**src/rtl/reg_wb_pkg.sv**
```systemverilog
// Shared types for the register-file write-back queue.
// Optional REG_WB_BYPASS_EN adds newest-match forwarding data.
package reg_wb_pkg;

    localparam int DATA_W_DEF = 8;
    localparam int ADDR_W_DEF = 3;

    typedef struct packed {
        logic                  valid;
        logic [ADDR_W_DEF-1:0] addr;
        logic [DATA_W_DEF-1:0] data;
    } wb_entry_t;

    function automatic int cnt_w(input int depth);
        return $clog2(depth) + 1;
    endfunction

endpackage

```
**src/rtl/reg_wb_match.sv**
```systemverilog
// Snoops queued writes for one read port and flags a pending hazard.
// Under REG_WB_BYPASS_EN it also returns the newest matching data.
module reg_wb_match
    import reg_wb_pkg::*;
#(
    parameter int DEPTH = 4,
    parameter int PW    = $clog2(DEPTH)
) (
    input  wb_entry_t [DEPTH-1:0] ent,
    input  logic [PW-1:0]         head,
    input  logic [ADDR_W_DEF-1:0] ra,
`ifdef REG_WB_BYPASS_EN
    output logic [DATA_W_DEF-1:0] fwd,
`endif
    output logic                  pend
);

    always_comb begin
        pend = 1'b0;
        for (int i = 0; i < DEPTH; i++) begin
            if (ent[i].valid && (ent[i].addr == ra)) begin
                pend = 1'b1;
            end
        end
        if (ra == '0) begin
            pend = 1'b0;
        end
    end

`ifdef REG_WB_BYPASS_EN
    logic [PW-1:0] idx;

    // Walk oldest to newest so the last hit is the youngest write.
    always_comb begin
        fwd = '0;
        idx = '0;
        for (int k = 0; k < DEPTH; k++) begin
            idx = head + PW'(k);
            if (ent[idx].valid && (ent[idx].addr == ra)) begin
                fwd = ent[idx].data;
            end
        end
        if (!pend) begin
            fwd = '0;
        end
    end
`else
    logic unused_bits;

    always_comb begin
        unused_bits = ^head;
        for (int i = 0; i < DEPTH; i++) begin
            unused_bits = unused_bits ^ (^ent[i].data);
        end
    end
`endif

endmodule

```
**src/rtl/reg_wb_queue.sv**
```systemverilog
// Write-side FIFO feeding the 8x8 register file, with read-hazard snooping.
// Define REG_WB_BYPASS_EN to add fwd1_data/fwd2_data forwarding outputs.
module reg_wb_queue
    import reg_wb_pkg::*;
#(
    parameter int DATA_W = DATA_W_DEF,
    parameter int ADDR_W = ADDR_W_DEF,
    parameter int DEPTH  = 4
) (
    input  logic                      clk,
    input  logic                      rst_n,
    input  logic                      in_valid,
    output logic                      in_ready,
    input  logic [ADDR_W-1:0]         in_addr,
    input  logic [DATA_W-1:0]         in_data,
    input  logic                      wb_hold,
    output logic                      regwrite,
    output logic [ADDR_W-1:0]         wa,
    output logic [DATA_W-1:0]         wd,
    input  logic [ADDR_W-1:0]         ra1,
    input  logic [ADDR_W-1:0]         ra2,
    output logic                      pend1,
    output logic                      pend2,
`ifdef REG_WB_BYPASS_EN
    output logic [DATA_W-1:0]         fwd1_data,
    output logic [DATA_W-1:0]         fwd2_data,
`endif
    output logic [cnt_w(DEPTH)-1:0]   count
);

    localparam int PW = $clog2(DEPTH);
    localparam int CW = cnt_w(DEPTH);

    wb_entry_t [DEPTH-1:0] q;
    logic [PW-1:0]         head;
    logic [PW-1:0]         tail;
    logic [CW-1:0]         cnt;
    logic                  push;
    logic                  pop;
    logic                  nonempty;

    assign nonempty = (cnt != '0);
    assign in_ready = (cnt != CW'(DEPTH));
    // r0 writes finish the handshake but never occupy a slot.
    assign push     = in_valid && in_ready && (in_addr != '0);
    assign regwrite = nonempty && !wb_hold;
    assign pop      = regwrite;
    assign wa       = nonempty ? q[head].addr : '0;
    assign wd       = nonempty ? q[head].data : '0;
    assign count    = cnt;

    always_ff @(posedge clk or negedge rst_n) begin
        if (!rst_n) begin
            q    <= '0;
            head <= '0;
            tail <= '0;
            cnt  <= '0;
        end else begin
            if (pop) begin
                q[head].valid <= 1'b0;
                head          <= head + 1'b1;
            end
            if (push) begin
                q[tail] <= '{valid: 1'b1, addr: in_addr, data: in_data};
                tail    <= tail + 1'b1;
            end
            cnt <= cnt + CW'(push) - CW'(pop);
        end
    end

    reg_wb_match #(.DEPTH(DEPTH)) u_match1 (
        .ent  (q),
        .head (head),
        .ra   (ra1),
`ifdef REG_WB_BYPASS_EN
        .fwd  (fwd1_data),
`endif
        .pend (pend1)
    );

    reg_wb_match #(.DEPTH(DEPTH)) u_match2 (
        .ent  (q),
        .head (head),
        .ra   (ra2),
`ifdef REG_WB_BYPASS_EN
        .fwd  (fwd2_data),
`endif
        .pend (pend2)
    );

endmodule

```
**config.mk**
```make
export PLATFORM = sky130hd
export DESIGN_NAME = reg_wb_queue
export DESIGN_NICKNAME = d
export VERILOG_FILES = /design/src/rtl/reg_wb_pkg.sv /design/src/rtl/reg_wb_match.sv /design/src/rtl/reg_wb_queue.sv
export SDC_FILE = /design/constraint.sdc
export NUM_CORES = 1
export LEC_CHECK = 0
export CORE_ASPECT_RATIO = 1.25
export CORE_MARGIN = 2
export CORE_UTILIZATION = 47
export CTS_BUF_LIST = sky130_fd_sc_hd__clkbuf_8 sky130_fd_sc_hd__clkbuf_16
export DETAILED_ROUTE_END_ITERATION = 16
export HOLD_SLACK_MARGIN = 0.02
export PLACE_DENSITY = 0.69
export SYNTH_ARGS = -nofsm -noshare
export SYNTH_HDL_FRONTEND = slang
export SYNTH_HIERARCHICAL = 1
export SYNTH_SLANG_ARGS = --single-unit
```
**constraint.sdc**
```tcl
create_clock -name clk -period 3.4 [get_ports clk]
set_input_delay 0.68 -clock clk [delete_from_list [all_inputs] [get_ports clk]]
set_output_delay 0.68 -clock clk [all_outputs]
set_load 0.05 [all_outputs]
```
# Word level (Yosys, flattened, before mapping)
# Index checks and enable logic that the tools add are counted.
# Widths: inputs -> output; s select.
# classes
addsub	4
multipliers	0
n_div	0
order_cmp	4
n_eq_ne	9
shifts	0
n_mux	22
bitwise	0
reduce_logical	18
# ops
operator	n
$bwmux 48	2
$mux 48	2
$demux 12 s2	2
$bmux 12 s2	1
$eq 3x3->1	8
$mux 12	2
$logic_and 1x1->1	13
$mux 11	1
$mux 1	10
$mux 8	1
$logic_not 3->1	2
$lt 2x3->1 const B	2
$reduce_bool 3->1	2
$add 2x1->2 const B	2
$ge 2x1->1 const B	2
$add 3x1->3	1
$mux 3	1
$ne 3x3->1 const B	1
$sub 3x1->3	1
$logic_not 1->1	1
# word_totals
reg_bits	55
latch_bits	0
mem_bits_rw	0
romBits	0
in_bits	21
out_inout_bits	18
wordCells	72
n_memories	0

# Longest topological paths before layout
# Gate-level depths: netlist (run 1).
# depth
word_depth	8
ltp_mapped	9
ltp_nobuf	9

# Cells and area by module
# Netlist (run 1), hierarchy kept.
# by_module_without_submodules
mod	instances	cells_each	area_per_inst_um2	seq_area_each_um2
reg_wb_queue	1	178	2790.2	1376.3
reg_wb_match	2	21	172.7	0.0

# Worst setup path before layout (run 1)
# OpenSTA, ideal clock, no wires.
# synth_path
kind	register to register
startpoint	register cnt[1], in the netlist count[1]
endpoint	register cnt[2], in the netlist count[2]
setup_time_ns	0.148
t_arrival_ns	2.829
required_time_ns	3.252
setup_slack_ns	0.423
stages_incl_launch_ff	9
path_buffers	0
period_less_slack_ns	2.977
path_cell_list	dfrtp_1 -> nor3_2 -> nor2_1 -> xnor2_1 -> ha_1 -> inv_1 -> fa_1 -> xnor2_1 -> xnor2_1
# synth_between
word_cells_on_any_way	7
classes_between	add/sub (2); eq/ne (1); reduce/logical (4)
# synth_lines
element	line	source
from (decl)	reg_wb_queue.sv:37	logic [CW-1:0] cnt;
from (signal assigned)	reg_wb_queue.sv:67	cnt <= cnt + CW'(push) - CW'(pop);
$reduce_bool 3->1	reg_wb_queue.sv:42	assign nonempty = (cnt != '0);
$logic_and 1x1->1	reg_wb_queue.sv:46	assign regwrite = nonempty && !wb_hold;
via regwrite	reg_wb_queue.sv:17	output logic regwrite,
$sub 3x1->3	reg_wb_queue.sv:67	
# The timed path passes the listed nets, and every way through them passes these cells.
# A chain may end at the register's enable or synchronous reset.

# Final worst setup path (run 1)
# layout_path
startpoint	register head[1]
endpoint	output wd[2]
# layout_between
elab_chain_len	3
# layout_rtl
element	line	source
from (decl)	reg_wb_queue.sv:35	logic [PW-1:0] head;
from (signal assigned)	reg_wb_queue.sv:61	head <= head + 1'b1;
$bmux 12 s2	reg_wb_queue.sv:49	assign wd = nonempty ? q[head].data : '0;
$mux 11 (implied by the code)	reg_wb_queue.sv:49	
$mux 8	reg_wb_queue.sv:49	
to (decl)	reg_wb_queue.sv:19	output logic [DATA_W-1:0] wd,
# No other way between the ends. The select of a mux whose other input is x is not followed.

==> results.toml, run 1 <==
[status]
status = "completed"

[die]
num_rows = 33
dieHeight_um = 95.3
die_area_um2 = 7340
core_area_um2 = 6520
start_util_pct = 48.1
die_width_um = 77.1
boundaryPins = 39

[final_layout]
area_growth_pct = 17.7
mostFrequentLayoutCells = "dfrtp_1, mux2_4, clkdlybuf4s50_1, xnor2_1"
nets = 292
final_common_cell = "dfrtp_1"
layout-drive-gt1-share_pct = 32.4
filler_cell_count = 577
antenna_cells = 0

[critical_path]
worst_setup_path_start_kind = "register"
crit_start = "head[1]"
cp_data_arrival_time_ns = 2.41
path_class = "register to primary output"
rr_endpoint = "count[2]"
path_max_fanout = 15
crit_path_end_kind = "primary output"
crit_required_ns = 2.72
r2r_slack_ns = 0.89
r2r_start = "count[1]"
endpoint = "wd[2]"
reg2reg_depth = 9

[sta]
whs_ns = 0.340
fin_skew_ns = 0.0107
rsz0062_at_grt = "false"
setup_viol = 0
slew_viol_final = 0
max_freq_mhz = 324
hold_viol_final = 0
layout_worst_path_cycle_share_pct = 90.9
period_needed_ns = 3.09
slew_headroom_pct = 54.8
tightest_slew_ns = 0.678
timing.setup.tns_ns = 0

[route]
dr.first_iter.drc_count = 84
drt-pass1-iter-count = 4
drt-vias-per-instance = 5.12
wl_per_cell_um = 17.1
routed_wl_mm = 5.96
ant_nets = 0
drc_errors = 0
vias = 1787

[cts]
worstSkewPairLatency_ns = 0.32
htree_levels = 2
cts.sinks = 55
clk_pin_slew_ns = 0.10
cts_buffers = 5
cts_setup_buffers = 0
post_cts_resized = 0
cts-root-buf = "clkbuf_8"
clockBufferDepth = 2
postCtsHoldBufs = 0
cts_tree = "done"

[synth]
synth-compound-area-share_pct = 1.92
synth_edf_count = 0
ys.flop_type = "dfrtp_1"
ys_types = 26
synthSimpleGateAreaFrac_pct = 8.22
synth_mux_area_share_pct = 28.7
synthAdderAreaFrac_pct = 4.23
synth.avg_cell_area_um2 = 14.3
synth-seq-area-share_pct = 43.9
netlist_area_um2 = 3140
synth-xor-area-share_pct = 8.10
synth_top_cell_area_share_pct = 43.9
postSynthCellCount = 220
yosysWarnings = 6
synth_top_family_by_area = "multiplexers"
postSynth.asyncResetShare_pct = 100
yosys.area.top_type = "dfrtp_1"
synth_fp_nets = 251
ys_ff_latch = 55
yosys-top-cells-area = "dfrtp_1, mux2_4, xnor2_1, mux4_2, ha_1"

[global_route]
grt_pass1_vias = 1914
grt_pass1_wl_mm = 9.99
antenna_found_initial = 0
grt_overflow = 0
grt_max_degree = 33
grtUsageTotal_pct = 17.7

[power]
p_leak_nw = 1.55
ir_drop_uv = 575
p_per_area_nw_per_um2 = 1150

[placed_design]
port_buffers = 38
post-dp-hpwl_mm = 4.32
place.gp.congestion = 0.857

[run]
cap_violations = 0

[min_path]
hold_class = "primary input to async pin"
sequential cells by signal, indices dropped and copies added (netlist names):
name   flops
q         48
count      3
head       2
tail       2
worst min-delay path by stage:
stage | start | cells past startpoint | to | slack (ns)
final | rst_n | 1 | count[2] | 0.34
after global routing | rst_n | 1 | q[3] | 0.37
after CTS | rst_n | 1 | q[3] | 0.35
after detailed placement | q[13] | 1 | q[13] | 0.49
after global placement | q[39] | 1 | q[39] | 0.49
after floorplan | rst_n | 0 | count[0] | 0.38
routing by layer:
| metal | routed length (um) | vias to the layer above | track usage [%] |
|---|---|---|---|
| li1 | - | 852 | - |
| met3 | 160 | 6 | 3.79 |
| met4 | 57 | 0 | 4.02 |
| met5 | 0 | - | 0 |
| met2 | 2950 | 23 | 29.7 |
| met1 | 2790 | 906 | 23.9 |
cell type report:
cell class | instances | area, um^2 | share of cell area, %
inverter | 11 | 41.3 | 1.12
multi-input combinational | 141 | 1610 | 43.5
tap | 87 | 109 | 2.95
timing repair buffer | 47 | 460 | 12.5
clock buffer | 6 | 82.6 | 2.24
sequential | 55 | 1380 | 37.3
clock inverter | 2 | 16.3 | 0.441
critical path: stages, from the launching register on:
cell	delay, ns
dfrtp_1	0.79
mux4_2	0.32
nor2b_1	0.16
clkdlybuf4s50_1	0.82
synth_stat cells, types with 4 or more instances:
| library cell | instances |
|---|---|
| buf_4 | 5 |
| buf_6 | 6 |
| dfrtp_1 | 55 |
| mux2_4 | 36 |
| mux2_2 | 10 |
| mux4_2 | 11 |
| nor3_2 | 6 |
| xnor2_1 | 29 |
| ha_1 | 9 |
| nand4_1 | 4 |
| inv_1 | 11 |
| nand2b_1 | 4 |
| nor2b_1 | 11 |
| nand2_1 | 4 |
| o31ai_1 | 4 |
report_power, final:
part           switching (mW)  internal [mW]
combinational            1.23           1.30
sequential              0.329          0.994
clock                   0.221          0.167
per-stage QoR:
step	setup WS (ns)	power [mW]	utilization, %	cell area (um^2)	std cells
5_1_grt	0.218	4.50	56.6	3690	349
4_1_cts	0.284	4.29	56.6	3690	349
6_report	0.311	4.25	56.6	3690	349
2_1_floorplan	0.423	3.18	-	3140	220
3_5_place_dp	0.395	3.90	55.1	3590	341
3_3_place_gp	0.411	3.86	55.1	3590	341
kinds of logic (layout without fill, tap and decap cells):
| family | count (synthesis) | in the layout |
|---|---|---|
| compound gates | 8 | 8 |
| xor+xnor | 29 | 29 |
| fa+ha+maj | 10 | 10 |
| buf+inv | 24 | 66 |
| flops | 55 | 55 |
| mux | 57 | 57 |
| simple gates | 37 | 37 |
(Power assumes the default switching activity.)
==> inputs of run 2 (changes only) <==
--- a/config.mk
+++ b/config.mk
@@ -8,7 +8,7 @@
 export CORE_ASPECT_RATIO = 1.25
 export CORE_MARGIN = 2
 export CORE_UTILIZATION = 47
-export CTS_BUF_LIST = sky130_fd_sc_hd__clkbuf_8 sky130_fd_sc_hd__clkbuf_16
+export CTS_CLUSTER_DIAMETER = 50
 export DETAILED_ROUTE_END_ITERATION = 16
 export HOLD_SLACK_MARGIN = 0.02
 export PLACE_DENSITY = 0.69
==> results of run 2 <==
No change in the layout: final DEF, timing and power equal those of run 1.
